==> src/rtl/data_store_pkg.sv <==
// Shared constants for the processor/main-memory controller port: address
// width, main-memory prefix, command codes and single-word burst length.
package data_store_pkg;

  localparam int ADDR_BITS     = 16;
  localparam int CMD_ADDR_BITS = 30;

  localparam logic [CMD_ADDR_BITS-ADDR_BITS-1:0] MAIN_MEM_PREFIX = 14'h0800;

  localparam logic [2:0] CMD_WRITE = 3'b000;
  localparam logic [2:0] CMD_READ  = 3'b001;
  localparam logic [5:0] BL_SINGLE = 6'b000000;

endpackage

==> src/rtl/data_store.sv <==
// Store path: one 16-bit store becomes a data-FIFO push then a single-word write command.
// Optional sticky FIFO error flag is compiled in with DATA_STORE_ERR_CHECK_EN.
module data_store #(
  parameter int ADDR_BITS  = data_store_pkg::ADDR_BITS,
  parameter int DATA_BITS  = 16,
  parameter bit WAIT_DRAIN = 1'b1
) (
  input  logic                 clk,
  input  logic                 rst_n,
  input  logic                 boot_done,
  input  logic                 st_req,
  input  logic [ADDR_BITS-1:0] st_addr,
  input  logic [DATA_BITS-1:0] st_data,
  output logic                 ready,
  output logic                 mem_cmd_en,
  output logic [2:0]           mem_cmd_instr,
  output logic [5:0]           mem_cmd_bl,
  output logic [29:0]          mem_cmd_byte_addr,
  input  logic                 mem_cmd_empty,
  input  logic                 mem_cmd_full,
  output logic                 mem_wr_en,
  output logic [3:0]           mem_wr_mask,
  output logic [31:0]          mem_wr_data,
  input  logic                 mem_wr_full,
  input  logic                 mem_wr_empty,
  input  logic [6:0]           mem_wr_count,
  input  logic                 mem_wr_underrun,
  input  logic                 mem_wr_error,
  output logic                 err
);

  typedef enum logic [2:0] {PRE_BOOT, IDLE, DATA, CMD, DRAIN} state_t;

  state_t                 state_r, state_s;
  logic [ADDR_BITS-1:1]   addr_r, addr_s;
  logic [DATA_BITS-1:0]   data_r, data_s;
  logic                   ready_r, ready_s;
  logic                   cmd_en_r, cmd_en_s;
  logic                   wr_en_r, wr_en_s;
  logic [3:0]             wr_mask_r, wr_mask_s;
  logic [31:0]            wr_data_r, wr_data_s;
  logic [29:0]            cmd_addr_r, cmd_addr_s;
  logic [35:0]            lane_s;

  // Big-endian halfword placement: addr[1]=0 is the upper lane; mask bit 1 = byte kept.
  function automatic logic [35:0] place_lane(input logic lo_lane, input logic [DATA_BITS-1:0] d);
    logic [35:0] r;
    if (lo_lane) begin
      r = {4'b1100, 16'h0000, d};
    end else begin
      r = {4'b0011, d, 16'h0000};
    end
    return r;
  endfunction

  assign lane_s        = place_lane(addr_r[1], data_r);
  assign mem_cmd_instr = data_store_pkg::CMD_WRITE;
  assign mem_cmd_bl    = data_store_pkg::BL_SINGLE;

  // Next-state and next-output logic; ready only rises one edge after IDLE is entered.
  always_comb begin
    state_s    = state_r;
    addr_s     = addr_r;
    data_s     = data_r;
    ready_s    = 1'b0;
    cmd_en_s   = 1'b0;
    wr_en_s    = 1'b0;
    wr_mask_s  = wr_mask_r;
    wr_data_s  = wr_data_r;
    cmd_addr_s = cmd_addr_r;
    case (state_r)
      PRE_BOOT: begin
        if (boot_done) begin
          state_s = IDLE;
        end else begin
          state_s = PRE_BOOT;
        end
      end
      IDLE: begin
        if (st_req && ready_r) begin
          addr_s  = st_addr[ADDR_BITS-1:1];
          data_s  = st_data;
          state_s = DATA;
        end else begin
          ready_s = 1'b1;
        end
      end
      DATA: begin
        if (!mem_wr_full) begin
          wr_en_s   = 1'b1;
          wr_mask_s = lane_s[35:32];
          wr_data_s = lane_s[31:0];
          state_s   = CMD;
        end else begin
          state_s = DATA;
        end
      end
      CMD: begin
        if (!mem_cmd_full) begin
          cmd_en_s   = 1'b1;
          cmd_addr_s = {data_store_pkg::MAIN_MEM_PREFIX, addr_r[ADDR_BITS-1:2], 2'b00};
          if (WAIT_DRAIN) begin
            state_s = DRAIN;
          end else begin
            state_s = IDLE;
          end
        end else begin
          state_s = CMD;
        end
      end
      DRAIN: begin
        if (mem_wr_empty && mem_cmd_empty) begin
          state_s = IDLE;
        end else begin
          state_s = DRAIN;
        end
      end
      default: begin
        state_s = PRE_BOOT;
      end
    endcase
  end

  // State, captured store and registered controller outputs.
  always_ff @(posedge clk or negedge rst_n) begin
    if (!rst_n) begin
      state_r    <= PRE_BOOT;
      addr_r     <= '0;
      data_r     <= '0;
      ready_r    <= 1'b0;
      cmd_en_r   <= 1'b0;
      wr_en_r    <= 1'b0;
      wr_mask_r  <= 4'hF;
      wr_data_r  <= 32'h0000_0000;
      cmd_addr_r <= 30'h0000_0000;
    end else begin
      state_r    <= state_s;
      addr_r     <= addr_s;
      data_r     <= data_s;
      ready_r    <= ready_s;
      cmd_en_r   <= cmd_en_s;
      wr_en_r    <= wr_en_s;
      wr_mask_r  <= wr_mask_s;
      wr_data_r  <= wr_data_s;
      cmd_addr_r <= cmd_addr_s;
    end
  end

  assign ready             = ready_r;
  assign mem_cmd_en        = cmd_en_r;
  assign mem_wr_en         = wr_en_r;
  assign mem_wr_mask       = wr_mask_r;
  assign mem_wr_data       = wr_data_r;
  assign mem_cmd_byte_addr = cmd_addr_r;

`ifdef DATA_STORE_ERR_CHECK_EN
  logic err_r;
  logic unused_s;

  // Sticky FIFO fault flag; 64 is the write-FIFO depth, so a larger count is corrupt.
  always_ff @(posedge clk or negedge rst_n) begin
    if (!rst_n) begin
      err_r <= 1'b0;
    end else begin
      err_r <= err_r | mem_wr_underrun | mem_wr_error | (mem_wr_count > 7'd64);
    end
  end

  assign err      = err_r;
  assign unused_s = st_addr[0];
`else
  logic unused_s;

  assign err      = 1'b0;
  assign unused_s = ^{st_addr[0], mem_wr_count, mem_wr_underrun, mem_wr_error};
`endif

endmodule

==> config.mk <==
export PLATFORM = sky130hd
export DESIGN_NAME = data_store
export DESIGN_NICKNAME = d
export VERILOG_FILES = /design/src/rtl/data_store_pkg.sv /design/src/rtl/data_store.sv
export SDC_FILE = /design/constraint.sdc
export NUM_CORES = 1
export LEC_CHECK = 0
export BUFFER_PORTS_ARGS = -buffer_cell sky130_fd_sc_hd__buf_2
export CAP_MARGIN = 0
export CORE_AREA = 3 3 102 75
export DETAILED_ROUTE_END_ITERATION = 8
export DIE_AREA = 0 0 105 78
export PLACE_DENSITY = 0.83
export SYNTH_ARGS = -nofsm -noshare
export SYNTH_HDL_FRONTEND = slang
export SYNTH_SLANG_ARGS = --single-unit
==> constraint.sdc <==
create_clock -name clk -period 4.45 [get_ports clk]
set_input_delay 0.89 -clock clk [delete_from_list [all_inputs] [get_ports clk]]
set_output_delay 0.89 -clock clk [all_outputs]
set_load 0.02 [all_outputs]
== Word level (Yosys, flattened, before mapping) ==
Index checks and enable logic that the tools add are counted.

* Register bits after elaboration: 88
* Bits of input ports: 49
* Output and inout bits: 79
* Logic and storage cells: 35

* Eq/ne operators: 5
* Muxes and demuxes: 13
* Bitwise logic cells: 2
* Reductions and logical operators: 6

{| class="wikitable"
|+ Operators with widths
! kind !! count
|-
| $mux 36 || 1
|-
| $pmux 3 s5 || 1
|-
| $mux 3 || 3
|-
| $mux 1 || 8
|-
| $eq 3x2->1 const B || 2
|-
| $reduce_and 2->1 || 3
|-
| $eq 3x1->1 const B || 1
|-
| $eq 3x3->1 const B || 1
|-
| $logic_not 3->1 || 1
|-
| $logic_and 1x1->1 || 2
|-
| $ne 2x2->1 const B || 1
|-
| $not 1->1 || 2
|}

== Depth between registers and ports, before layout ==
Gate-level depths: netlist (run 1).

* Word-level depth: 3
* Depth in mapped cells: 6
* Gate-level depth less buffers: 3

== Worst setup path after synthesis (run 1) ==
No wires, ideal clock.

* Path type: input-to-reg
* From: in mem_wr_full
* To: reg wr_data_r[27] (netlist: mem_wr_data[27])
* Library setup time: 0.132 ns
* Arrival time: 1.924 ns
* Required time: 4.318 ns
* Setup slack: 2.394 ns
* Stages on the path: 6
* Path buffers: 3
* Cells stage by stage: or4b_1 clkbuf_1 buf_2 buf_2 nand2_1 o21ai_1

* Word-level cells in the longest chain between the ends: 2

{| class="wikitable"
|+ RTL lines
! element !! RTL line !! source
|-
| start: declaration || data_store.sv:24 || <nowiki>input logic mem_wr_full,</nowiki>
|-
| $not 1->1 (no source line) || n/a ||
|-
| $reduce_and 2->1 (no source line) || n/a ||
|-
| end signal: assignment || data_store.sv:144 || <nowiki>wr_data_r <= wr_data_s;</nowiki>
|-
| end: declaration || data_store.sv:41 || <nowiki>logic [31:0] wr_data_r, wr_data_s;</nowiki>
|}

Every way passes these cells.
A chain may end at the register's enable or synchronous reset.

== Worst setup path after layout (run 1) ==
* From: in mem_wr_full
* To: reg wr_mask_r[2] (netlist: mem_wr_mask[2])

* Word-level cells in the longest chain between the ends: 2

{| class="wikitable"
|+ RTL lines
! element !! RTL line !! source
|-
| $not 1->1 (no source line) || n/a ||
|-
| $reduce_and 2->1 (no source line) || n/a ||
|-
| end signal: assignment || data_store.sv:143 || <nowiki>wr_mask_r <= wr_mask_s;</nowiki>
|-
| end: declaration || data_store.sv:40 || <nowiki>logic [3:0] wr_mask_r, wr_mask_s;</nowiki>
|}

Every way passes these cells.

==> key figures, run 1 <==
Cells and area
  – Syn-to-layout area delta: 17.8%
  – Ant. Diodes: 0
  – Most common cell after layout, fill and taps aside: buf_2
  – Filler Cell Count: 585
  – Commonest non-fill, non-tap cells in the layout: buf_2, dfrtp_1, nand2_1, mux2_2, o21ai_0
  – Fraction of layout cells with a size suffix above 1: 41.8%
  – Post-layout util: 61.9%
  – Design Area, Final: 4140 µm²
  – # nets final: around 430

Outcome
  – Status: finished, final reports clean

Hold path
  – WHS Path Cells: 2
  – End of the worst hold path: mem_wr_data[20]$_DFFE_PN0P_
  – Worst hold path startpoint: mem_wr_data[20]$_DFFE_PN0P_
  – Worst hold path type: flip-flop to flip-flop

STA
  – Skew final: 0.00639 ns
  – RSZ-0062 raised after global routing: false
  – Worst slew margin: 30.9%
  – Fin. Hold Viols: 0
  – Max Transition Viols Final: 0
  – # setup viols final: 0
  – Worst Tran Pin Value: 1.04 ns
  – Fmax: 496 MHz
  – Setup TNS: 0 ns
  – Final min period: 2.02 ns
  – Fin crit share: between 40% and 50%

Worst setup path
  – Reg-to-reg endpoint: mem_wr_mask[2]$_DFFE_PN1P_
  – Worst setup SP type: primary input
  – Worst setup path start: mem_wr_full
  – Crit end category: flip-flop
  – Crit Path Class: primary input to flip-flop
  – WP data required: ~4.7 ns
  – R2R cell count: 3
  – CP Max Fanout: between 60 and 70
  – Arr. time, crit path: 2.28 ns
  – Reg-to-Reg Start: state_r[2]$_DFFE_PN0N_
  – R2R setup slack: between 2 and 3 ns

Floorplanning
  – # rows: 25
  – I/O pin total: ~130
  – Starting Density: 52.5%
  – Die W: 105 µm
  – Core region area: 6690 µm²
  – Die area: just over 8000 µm²
  – Die Height: 78 µm

CTS
  – PostCTS Resize Cnt: 0
  – # clock sinks: 86
  – # Post-CTS Setup Buffers: 0
  – H-tree levels: 3
  – Clock root buffer: clkbuf_8
  – CTS buffer count: 9
  – CTS tree: yes
  – Worst-path clk slew: around 0.080 ns
  – Max clock buf depth: 2
  – Clock Latency Late Sink: 0.34 ns
  – Post-cts hold buffer count: 0

Power
  – P per Cell Area: roughly 660 nW/µm²
  – Peak supply drop: 0.314 mV
  – Static Leak: 0.00210 µW
  – Total power: 2720 µW

Route
  – Via density: 4.63
  – Iter 0 DRT Violations: 69
  – Final wirelength: ~6400 µm
  – Drt drc: 0
  – Total number of vias: 2,219
  – Post-detailed-route wirelength per cell: 13.3 µm
  – Routed Antenna Nets: 0
  – DR pass1 iterations: 4

Synth
  – Mapped Area: 3520 µm²
  – Yosys cell types: 26
  – Area contributors post-synth: dfrtp_1, mux2_2, buf_4
  – Cells after Synth: between 200 and 300
  – Synth warnings: 0
  – Average size of a mapped cell: 12.0 µm²
  – Sequential-to-total area share from yosys stat: 61.3%
  – Largest area contributor in the netlist: dfrtp_1
  – Post-synth top area share: 59.8%
  – Yosys reg bits: 86

Global routing
  – Initial antenna violation count: 0
  – Total gr overflow: 0
  – Vias in the first global route: 2,191
  – First-pass GRT wire length: around 11,000 µm
  – GRT Total Usage: 16.6%
  – Largest net degree at the start of global routing: 87

Placed design
  – Buffers on Ports: 92
  – Post-DP HPWL: ~4400 µm
  – Placement Cell Area: 3940 µm²
  – Placer Congestion: 0.711

Run
  – Max-Cap Viols: 0
-- cell families after synthesis --
family | count (synthesis) | synth area share, %
simple gates | 78 | 10.2
other cells | 1 | 0.107
buf+inv | 46 | 8.00
compound gates | 37 | 5.58
flops | 86 | 61.3
mux | 46 | 14.8
-- per-layer routing --
layer	track usage [%]	wire, µm	vias up
met4	6.16	93	0
met2	27.0	3110	69
met1	21.9	2810	1050
met3	3.91	357	9
met5	0	0	-
li1	-	-	1091
-- flip-flops by register name, indices dropped and copies added (netlist names) --
register,cells
mem_wr_data,32
data_r,16
mem_wr_mask,2
mem_wr_en,1
state_r,3
mem_cmd_byte_addr,15
addr_r,15
mem_cmd_en,1
ready,1
-- per-stage QoR --
| stage | instances | hold WS [ns] | setup slack, ns |
|---|---|---|---|
| 2_1_floorplan | 318 | 0.474 | 2.39 |
| 3_3_place_gp | 463 | 0.454 | 2.09 |
| 3_5_place_dp | 463 | 0.450 | 2.08 |
| 4_1_cts | 479 | 0.481 | 2.45 |
| 5_1_grt | 479 | 0.505 | 2.35 |
| 6_report | 479 | 0.475 | 2.43 |
-- layout make-up --
type	count	area, µm²	area share [%]
Clock inverter	6	68.8	1.66
Timing Repair Buffer	94	478	11.5
Tap cell	94	118	2.84
Multi-Input combinational cell	186	1180	28.4
Sequential cell	86	2150	52.0
Inverter	3	11.3	0.272
Clock buffer	10	138	3.32
-- cells in the mapped netlist --
master     instances
dfrtp_1           84
nand2_1           51
mux2_2            43
buf_4             27
o21ai_0           26
nand2b_1          18
clkbuf_1          10
o21ai_1            7
buf_2              6
inv_1              3
dfstp_2            2
mux2_1             2
nor2_1             2
a21oi_1            1
a31o_2             1
and3_1             1
conb_1             1
mux2_4             1
nor2_2             1
nor3_1             1
nor3b_1            1
nor4_1             1
o2111ai_1          1
o311ai_0           1
or2_2              1
or4b_1             1
-- worst max-delay path: stages --
cell    delay [ns]
buf_2         0.10
or4b_2        0.60
buf_4         0.33
mux2_4        0.36
-- worst max-delay path by stage --
stage                                                    to  cells after the start  slack, ns
after CTS                        mem_wr_mask[2]$_DFFE_PN1P_                      4       2.45
after global placement     mem_cmd_byte_addr[7]$_DFFE_PN0P_                      4       2.09
after detailed placement   mem_cmd_byte_addr[8]$_DFFE_PN0P_                      4       2.08
after global routing      mem_cmd_byte_addr[13]$_DFFE_PN0P_                      4       2.35
final                            mem_wr_mask[2]$_DFFE_PN1P_                      4       2.43
after floorplan                 mem_wr_data[27]$_DFFE_PN0P_                      6       2.39
-- power breakdown --
group / internal, µW / leakage [µW] / switching [µW] / total (µW)
logic: 392 / 0.000898 / 493 / 885
registers: 1080 / 0.00110 / 205 / 1280
clock network: 279 / 0.000103 / 274 / 553
Note: power is estimated with default switching activity, not from simulation.
==> inputs of run 2 (changes only) <==
--- a/config.mk
+++ b/config.mk
@@ -5,12 +5,13 @@
 export SDC_FILE = /design/constraint.sdc
 export NUM_CORES = 1
 export LEC_CHECK = 0
+export ABC_AREA = 1
 export BUFFER_PORTS_ARGS = -buffer_cell sky130_fd_sc_hd__buf_2
 export CAP_MARGIN = 0
-export CORE_AREA = 3 3 102 75
+export CORE_AREA = 3 3 107 78
 export DETAILED_ROUTE_END_ITERATION = 8
-export DIE_AREA = 0 0 105 78
-export PLACE_DENSITY = 0.83
+export DIE_AREA = 0 0 110 81
+export PLACE_DENSITY = 0.79
 export SYNTH_ARGS = -nofsm -noshare
 export SYNTH_HDL_FRONTEND = slang
 export SYNTH_SLANG_ARGS = --single-unit
==> constraint.sdc (replaced) <==
create_clock -name clk -period 1.9 [get_ports clk]
set_input_delay 0.38 -clock clk [delete_from_list [all_inputs] [get_ports clk]]
set_output_delay 0.38 -clock clk [all_outputs]
set_load 0.02 [all_outputs]
==> run 2 against run 1 <==
Sequential power up 150%. Die area up 8.8%. Core utilization down 3.6 points. Sequential cell count unchanged. Combinational power rose to 3.2 times the previous value. Clock power up 110%. Non-clock buffer count up 6. First-iteration DRC count rose to 2.6 times the previous value. Hold slack worse by 0.21 ns. Sequential share of layout area down 1.5 points. Global-route usage up 3.1 points. Largest cell class unchanged. Largest power group unchanged.
==> key figures, run 2 <==
Hold path
  – WHS Path Cells: 3 (+1)
  – Worst hold path type: primary input to flip-flop

Floorplanning
  – Die area: 8910 µm² (+8.8%)
  – Die W: 110 µm (+4.8%)
  – Die Height: 81 µm (+3.8%)
  – Starting Density: 50.4% (-2.1 points)
  – I/O pin total: 128 (unchanged)
  – # rows: 26 (+4.0%)
  – Core region area: 7320 µm² (+9.3%)

Power
  – Static Leak: 0.00237 µW (+13%)
  – Total power: 7120 µW (+160%)
  – NetSw: 3010 µW (+210%)
  – Clk pwr share: 16.2% (-4.1 points)
  – Sw Ratio: 42.2% (+6.5 points)
  – Internal power: 4120 µW (+140%)
  – P per Cell Area: 1670 nW/µm² (+150%)
  – Seq pwr share: 44.6% (-2.6 points)
  – Peak supply drop: 0.683 mV (+120%)
  – Logic pwr share: 39.3% (+6.8 points)

Placed design
  – Post-DP HPWL: 5850 µm (+32%)
  – Buffers on Ports: 92 (unchanged)
  – Placer Congestion: 0.814 (+14%)

CTS
  – PostCTS Resize Cnt: 0 (unchanged)
  – H-tree levels: 3 (unchanged)
  – Clock root buffer: clkbuf_8
  – Post-cts hold buffer count: 1 (+1)
  – # Post-CTS Setup Buffers: 0 (unchanged)
  – Clock Latency Late Sink: 0.34 ns (about the same)
  – Max clock buf depth: 2 (unchanged)
  – CTS buffer count: 9 (unchanged)
  – # clock sinks: 86 (unchanged)
  – CTS tree: yes
  – Worst-path clk slew: 0.08 ns (about the same)

STA
  – Fmax: ~680 MHz
  – Skew final: 0.00309 ns (-0.00330 ns)
  – # setup viols final: 0 (unchanged)
  – Setup TNS: 0 ns (unchanged)
  – Max Transition Viols Final: 0 (unchanged)
  – Worst Tran Pin Value: 0.529 ns (-0.508 ns)
  – RSZ-0062 raised after global routing: false
  – Final min period: 1.47 ns
  – Fin. Hold Viols: 0 (unchanged)
  – Fin crit share: between 70% and 80%
  – Worst slew margin: 64.5% (+34 points)

Global routing
  – GRT Total Usage: 19.7% (+3.1 points)
  – Vias in the first global route: 2,714 (+24%)
  – Largest net degree at the start of global routing: 71 (-18%)
  – Total gr overflow: 0 (unchanged)
  – First-pass GRT wire length: 13,300 µm (+23%)
  – Initial antenna violation count: 0 (unchanged)

Synth
  – Ys flop type: dfrtp_1
  – Area contributors post-synth: dfrtp_1, nand2_1, buf_4
  – Synth warnings: 0 (unchanged)
  – Mapped Area: 3690 µm² (+4.9%)
  – Largest area contributor in the netlist: dfrtp_1
  – Sequential-to-total area share from yosys stat: 58.4% (-2.8 points)
  – Average size of a mapped cell: 9.15 µm² (-23%)
  – EDFF count, synth: 0 (unchanged)
  – Cells after Synth: 403 (+37%)
  – Post-synth top cells: nand2_1, dfrtp_1, o21ai_1
  – Yosys reg bits: 86 (unchanged)
  – Yosys cell types: 24 (-7.7%)
  – FFs w/ async S/R, synth: 100% (unchanged)
  – Post-synth top area share: 57.0% (-2.8 points)
  – Most frequent cell after synthesis: nand2_1

Cells and area
  – Most common cell after layout, fill and taps aside: nand2_1
  – Syn-to-layout area delta: 15.6%
  – Fraction of layout cells with a size suffix above 1: 25.4% (-16 points)
  – Filler Cell Count: 665 (+14%)
  – Post-layout util: 58.3% (-3.6 points)
  – # nets final: 538 (+25%)
  – Commonest non-fill, non-tap cells in the layout: nand2_1, buf_2, dfrtp_1, o21ai_1, nand3_1
  – Ant. Diodes: 0 (unchanged)
  – Largest register FFs: 32 (unchanged)

Worst setup path
  – CP Max Fanout: 31 (-55%)
  – Crit path largest cell delay: 0.44 ns (-0.16 ns)
  – Arr. time, crit path: 1.70 ns (-0.58 ns)
  – WP data required: 2.14 ns (-2.57 ns)
  – Worst setup SP type: flip-flop
  – CP max stage cell: dfrtp_1
  – Crit Path Class: flip-flop to flip-flop
  – R2R cell count: 6 (+3)
  – Cells along the critical path: inv_1 -> nand3_2 -> inv_4 -> nand2_4 -> nand2_1 -> nand2_1
  – Most used cell, CP: nand2_1
  – Crit end category: flip-flop

Route
  – Drt drc: 0 (unchanged)
  – Total number of vias: 2,838 (+28%)
  – DR pass1 iterations: 5 (+1)
  – Via density: 4.81 (+3.8%)
  – Routed Antenna Nets: 0 (unchanged)
  – Final wirelength: 8230 µm (+29%)
  – Iter 0 DRT Violations: 179 (+160%)
  – Post-detailed-route wirelength per cell: 14.0 µm (+4.9%)

Outcome
  – Status: finished, final reports clean

Run
  – Max-Cap Viols: 0 (unchanged)
-- run 2: cell types whose count changed after synthesis, sizes merged, moves of 7 or more --
cell / before / now
buf: 33 / 46
clkbuf: 10 / 3
mux2: 46 / 0
nand2: 51 / 163
nand2b: 18 / 0
nand3: 0 / 36
o21ai: 33 / 50
-- run 2: path summary, 6_finish.rpt --
check / endpoint / startpoint / slack [ns]
min in group asynchronous: mem_cmd_en$_DFF_PN0_ / rst_n / 0.47
setup reg to reg: data_r[10]$_DFFE_PN0P_ / state_r[2]$_DFFE_PN0N_ / 0.43
hold reg to reg: mem_cmd_byte_addr[27]$_DFFE_PN0P_ / mem_cmd_byte_addr[27]$_DFFE_PN0P_ / 0.47
setup / recovery: data_r[10]$_DFFE_PN0P_ / state_r[2]$_DFFE_PN0N_ / 0.43
hold / removal: addr_r[10]$_DFFE_PN0P_ / st_addr[10] / 0.26
max in group asynchronous: addr_r[3]$_DFFE_PN0P_ / rst_n / 0.80
-- run 2: layout make-up --
cell class	instances	area (µm²)	share of cell area [%]
Clock inverter	1	5.00	0.117
Tap cell	98	123	2.87
Inverter	10	40.0	0.939
Multi-Input combinational cell	282	1220	28.7
Clock buffer	13	169	3.96
Sequential cell	86	2150	50.5
Timing Repair Buffer	100	551	12.9
-- run 2: cells by family after synthesis --
logic type / synth area share, %
other cells: 0.102
flops: 58.4
simple gates: 23.7
compound gates: 6.92
buf+inv: 10.9
-- run 2: per-layer routing --
metal | GRT usage (%) | vias to the layer above | routed length, µm
met5 | 0 | - | 0
met4 | 5.23 | 0 | 55
met3 | 5.80 | 6 | 559
met2 | 31.8 | 98 | 3930
met1 | 26.1 | 1331 | 3690
li1 | - | 1403 | -
-- run 2: worst max-delay path, delay by kind of cell (launching register included) --
family | cells | cell delay [ns]
DFF | 1 | 0.44
buffers and inverters | 2 | 0.33
and+or+nand+nor | 4 | 0.58
-- run 2: power groups by stage --
stage / Clock (µW) / Sequential, µW / Combinational [µW]
2_1_floorplan: 0 / 3650 / 1550
3_3_place_gp: 0 / 3160 / 2760
3_5_place_dp: 0 / 3200 / 2840
4_1_cts: 1190 / 3180 / 2840
5_1_grt: 1280 / 3280 / 3150
6_report: 1150 / 3180 / 2800
-- run 2: per-stage QoR --
| step | instance area, µm² | hold slack [ns] | cells | setup slack (ns) |
|---|---|---|---|---|
| 2_1_floorplan | 3780 | 0.0844 | 427 | 0.731 |
| 3_3_place_gp | 4080 | 0.292 | 575 | 0.449 |
| 3_5_place_dp | 4080 | 0.294 | 575 | 0.431 |
| 4_1_cts | 4270 | 0.240 | 590 | 0.420 |
| 5_1_grt | 4270 | 0.248 | 590 | 0.283 |
| 6_report | 4270 | 0.260 | 590 | 0.435 |
==> inputs of run 3 (changes only) <==
--- a/config.mk
+++ b/config.mk
@@ -8,10 +8,10 @@
 export ABC_AREA = 1
 export BUFFER_PORTS_ARGS = -buffer_cell sky130_fd_sc_hd__buf_2
 export CAP_MARGIN = 0
-export CORE_AREA = 3 3 107 78
+export CORE_AREA = 3 3 113 82
 export DETAILED_ROUTE_END_ITERATION = 8
-export DIE_AREA = 0 0 110 81
-export PLACE_DENSITY = 0.79
+export DIE_AREA = 0 0 116 85
+export PLACE_DENSITY = 0.75
 export SYNTH_ARGS = -nofsm -noshare
 export SYNTH_HDL_FRONTEND = slang
 export SYNTH_SLANG_ARGS = --single-unit
==> constraint.sdc (replaced) <==
create_clock -name clk -period 1.2 [get_ports clk]
set_input_delay 0.24 -clock clk [delete_from_list [all_inputs] [get_ports clk]]
set_output_delay 0.24 -clock clk [all_outputs]
set_load 0.02 [all_outputs]
==> run 3 against run 2 <==
The flow now finishes with violations (negative setup slack). Clock power grew 130%. Non-clock buffer count is 22 higher. Sequential power grew 61%. Die area grew 11%. Wire length rose by 19%.
==> key figures, run 3 (synthesis gave the netlist of run 2 again) <==
Outcome
  – Status: complete, but fails checks
  – Failing checks: negative setup slack

Power
  – Peak supply drop: 0.986 mV (+44%)
  – Static Leak: 0.00258 µW (+8.8%)
  – P per Cell Area: 2790 nW/µm² (+67%)

Cells and area
  – Fraction of layout cells with a size suffix above 1: 38.6% (+13 points)
  – # nets final: 565 (+5.0%)
  – Multi-input logic area: 1480 µm² (+21%)
  – Commonest non-fill, non-tap cells in the layout: nand2_1, buf_2, dfrtp_1, o21ai_1, conb_1
  – Post-layout util: 59.6% (+1.4 points)
  – Register area: 2160 µm² (+0.12%)
  – Syn-to-layout area delta: 34.8%
  – Filler Cell Count: 729 (+9.6%)
  – Design Area, Final: 4970 µm² (+17%)
  – Most common cell after layout, fill and taps aside: nand2_1
  – Final Non-Filler Cells: 628 (+6.4%)
  – Largest register FFs: 32 (unchanged)

CTS
  – H-tree levels: 3 (unchanged)
  – Max clock buf depth: 2 (unchanged)
  – CTS tree: yes
  – # clock sinks: 86 (unchanged)
  – Clock Latency Late Sink: 0.33 ns (about the same)
  – CTS buffer count: 9 (unchanged)
  – Worst-path clk slew: 0.06 ns (-0.02 ns)
  – Clock root buffer: clkbuf_16

Floorplanning
  – I/O pin total: 128 (unchanged)
  – Die Height: 85 µm (+4.9%)
  – # rows: 28 (+7.7%)
  – Die W: 116 µm (+5.5%)
  – Core region area: 8340 µm² (+14%)
  – Starting Density: 44.2% (-6.2 points)
  – Die area: 9860 µm² (+11%)

Route
  – Via density: 4.95 (+3.0%)
  – Post-detailed-route wirelength per cell: 15.6 µm (+12%)
  – Iter 0 DRT Violations: 209 (+17%)
  – Total number of vias: 3,110 (+9.6%)
  – Routed Antenna Nets: 0 (unchanged)
  – Drt drc: 0 (unchanged)
  – DR pass1 iterations: 4 (-1)
  – Final wirelength: 9820 µm (+19%)

Worst setup path
  – CP Max Fanout: 6 (-81%)
  – Crit Path Class: flip-flop to flip-flop
  – Cells along the critical path: nor2_4 -> nand2_4 -> buf_6 -> o21ai_1 -> nand2_1
  – Crit end category: flip-flop
  – Worst Setup EP: mem_cmd_byte_addr[5]$_DFFE_PN0P_
  – Reg-to-reg endpoint: mem_cmd_byte_addr[5]$_DFFE_PN0P_
  – R2R setup slack: -0.06 ns (-0.49 ns)
  – Worst setup path start: state_r[2]$_DFFE_PN0N_
  – R2R cell count: 5 (-1)
  – Crit path largest cell delay: 0.45 ns (about the same)
  – CP max stage cell: dfrtp_2
  – Worst setup SP type: flip-flop
  – Arr. time, crit path: 1.47 ns (-0.23 ns)
  – WP data required: 1.42 ns (-0.72 ns)
  – Reg-to-Reg Start: state_r[2]$_DFFE_PN0N_

STA
  – Skew final: 0.00926 ns (+0.00617 ns)
  – Fmax: 796 MHz (+17%)
  – Final min period: 1.26 ns (-0.209 ns)
  – Final Worst Setup Slack: -0.0559 ns (-0.491 ns)
  – RSZ-0062 raised after global routing: true
  – Fin crit share: 105% (+28 points)
  – Max Transition Viols Final: 0 (unchanged)
  – Fin. Hold Viols: 0 (unchanged)
  – # setup viols final: 28 (+28)

Global routing
  – Initial antenna violation count: 2 (+2)
  – GRT Total Usage: 18.8% (-0.93 points)
  – Total gr overflow: 0 (unchanged)
  – First-pass GRT wire length: 14,400 µm (+8.4%)
  – Vias in the first global route: 2,925 (+7.8%)
  – Largest net degree at the start of global routing: 42 (-41%)

Run
  – Max-Cap Viols: 0 (unchanged)

Placed design
  – Placement Cell Area: 4210 µm² (+3.0%)
  – Buffers on Ports: 92 (unchanged)
  – Placer Congestion: 0.779 (-4.3%)
  – Post-DP HPWL: 5920 µm (+1.1%)
  – Placed cells: 594 (+3.3%)
  – Dpl ws: -0.102 ns (-0.533 ns)

Hold path
  – Worst hold path type: primary input to flip-flop
-- run 3: cell count changes in the layout (fill, tap and decap cells not counted), sizes merged --
cell | before | now
nand2 | 163 | 166
clkbuf | 13 | 15
inv | 9 | 7
buf | 99 | 118
nor2 | 5 | 6
clkinvlp | 0 | 4
diode | 0 | 2
clkinv | 2 | 4
-- run 3: how the worst min path moves through the flow --
stage | from | slack, ns | to | cells after the start
final | st_data[13] | 0.13 | data_r[13]$_DFFE_PN0P_ | 3
after global routing | st_data[9] | 0.14 | data_r[9]$_DFFE_PN0P_ | 3
after CTS | st_addr[9] | 0.13 | addr_r[9]$_DFFE_PN0P_ | 3
after detailed placement | rst_n | 0.14 | data_r[4]$_DFFE_PN0P_ | 1
after global placement | rst_n | 0.14 | data_r[4]$_DFFE_PN0P_ | 1
after floorplan | rst_n | -0.06 | addr_r[10]$_DFFE_PN0P_ | 0
-- run 3: layout make-up --
class                   instances  share of cell area (%)
inverters                      10                    1.08
well taps                     105                    2.64
diodes                          2                   0.101
clock buffers                  12                    5.16
repair inverters                1                   0.327
clock inverters                 4                   0.629
multi-input cells             286                    29.7
repair buffers                122                    17.0
flip-flops and latches         86                    43.4
-- run 3: what timing repair did --
action,in CTS,in global routing
resized for setup,26,60
setup buffers,5,1
pin swaps,1,33
endpoints found under the setup margin,64,87
hold buffers,1,0
cloned,1,8
hold endpoints to repair,14,0
-- run 3: power breakdown --
group / internal [µW] / switching [µW] / leakage [µW]
logic: 2380 / 3750 / 0.00134
registers: 4220 / 899 / 0.00111
clock network: 1520 / 1110 / 0.000131
-- run 3: per-stage QoR --
stage          power (µW)  hold WS (ns)  setup TNS [ns]
6_report            13900         0.132          -0.673
3_5_place_dp         9830         0.139           -2.81
5_1_grt             14800         0.142           -3.30
3_3_place_gp         9660         0.139           -1.51
4_1_cts             12800         0.131          -0.261
2_1_floorplan        8230       -0.0556               0
-- run 3: metal layers --
metal  global-route usage [%]  vias up  share of wire [%]
li1                         -     1476                  -
met1                     25.8     1489                 43
met2                     29.6      132                 48
met3                     4.35       13                7.7
met4                     6.01        0                1.3
met5                        0        -                  0
-- run 3: critical path, delay by kind of cell, from the launching register on --
family | cells | cell delay (ns)
buffers and inverters | 1 | 0.17
and+or+nand+nor | 3 | 0.40
AOI/OAI and AO/OA | 1 | 0.13
DFF | 1 | 0.45
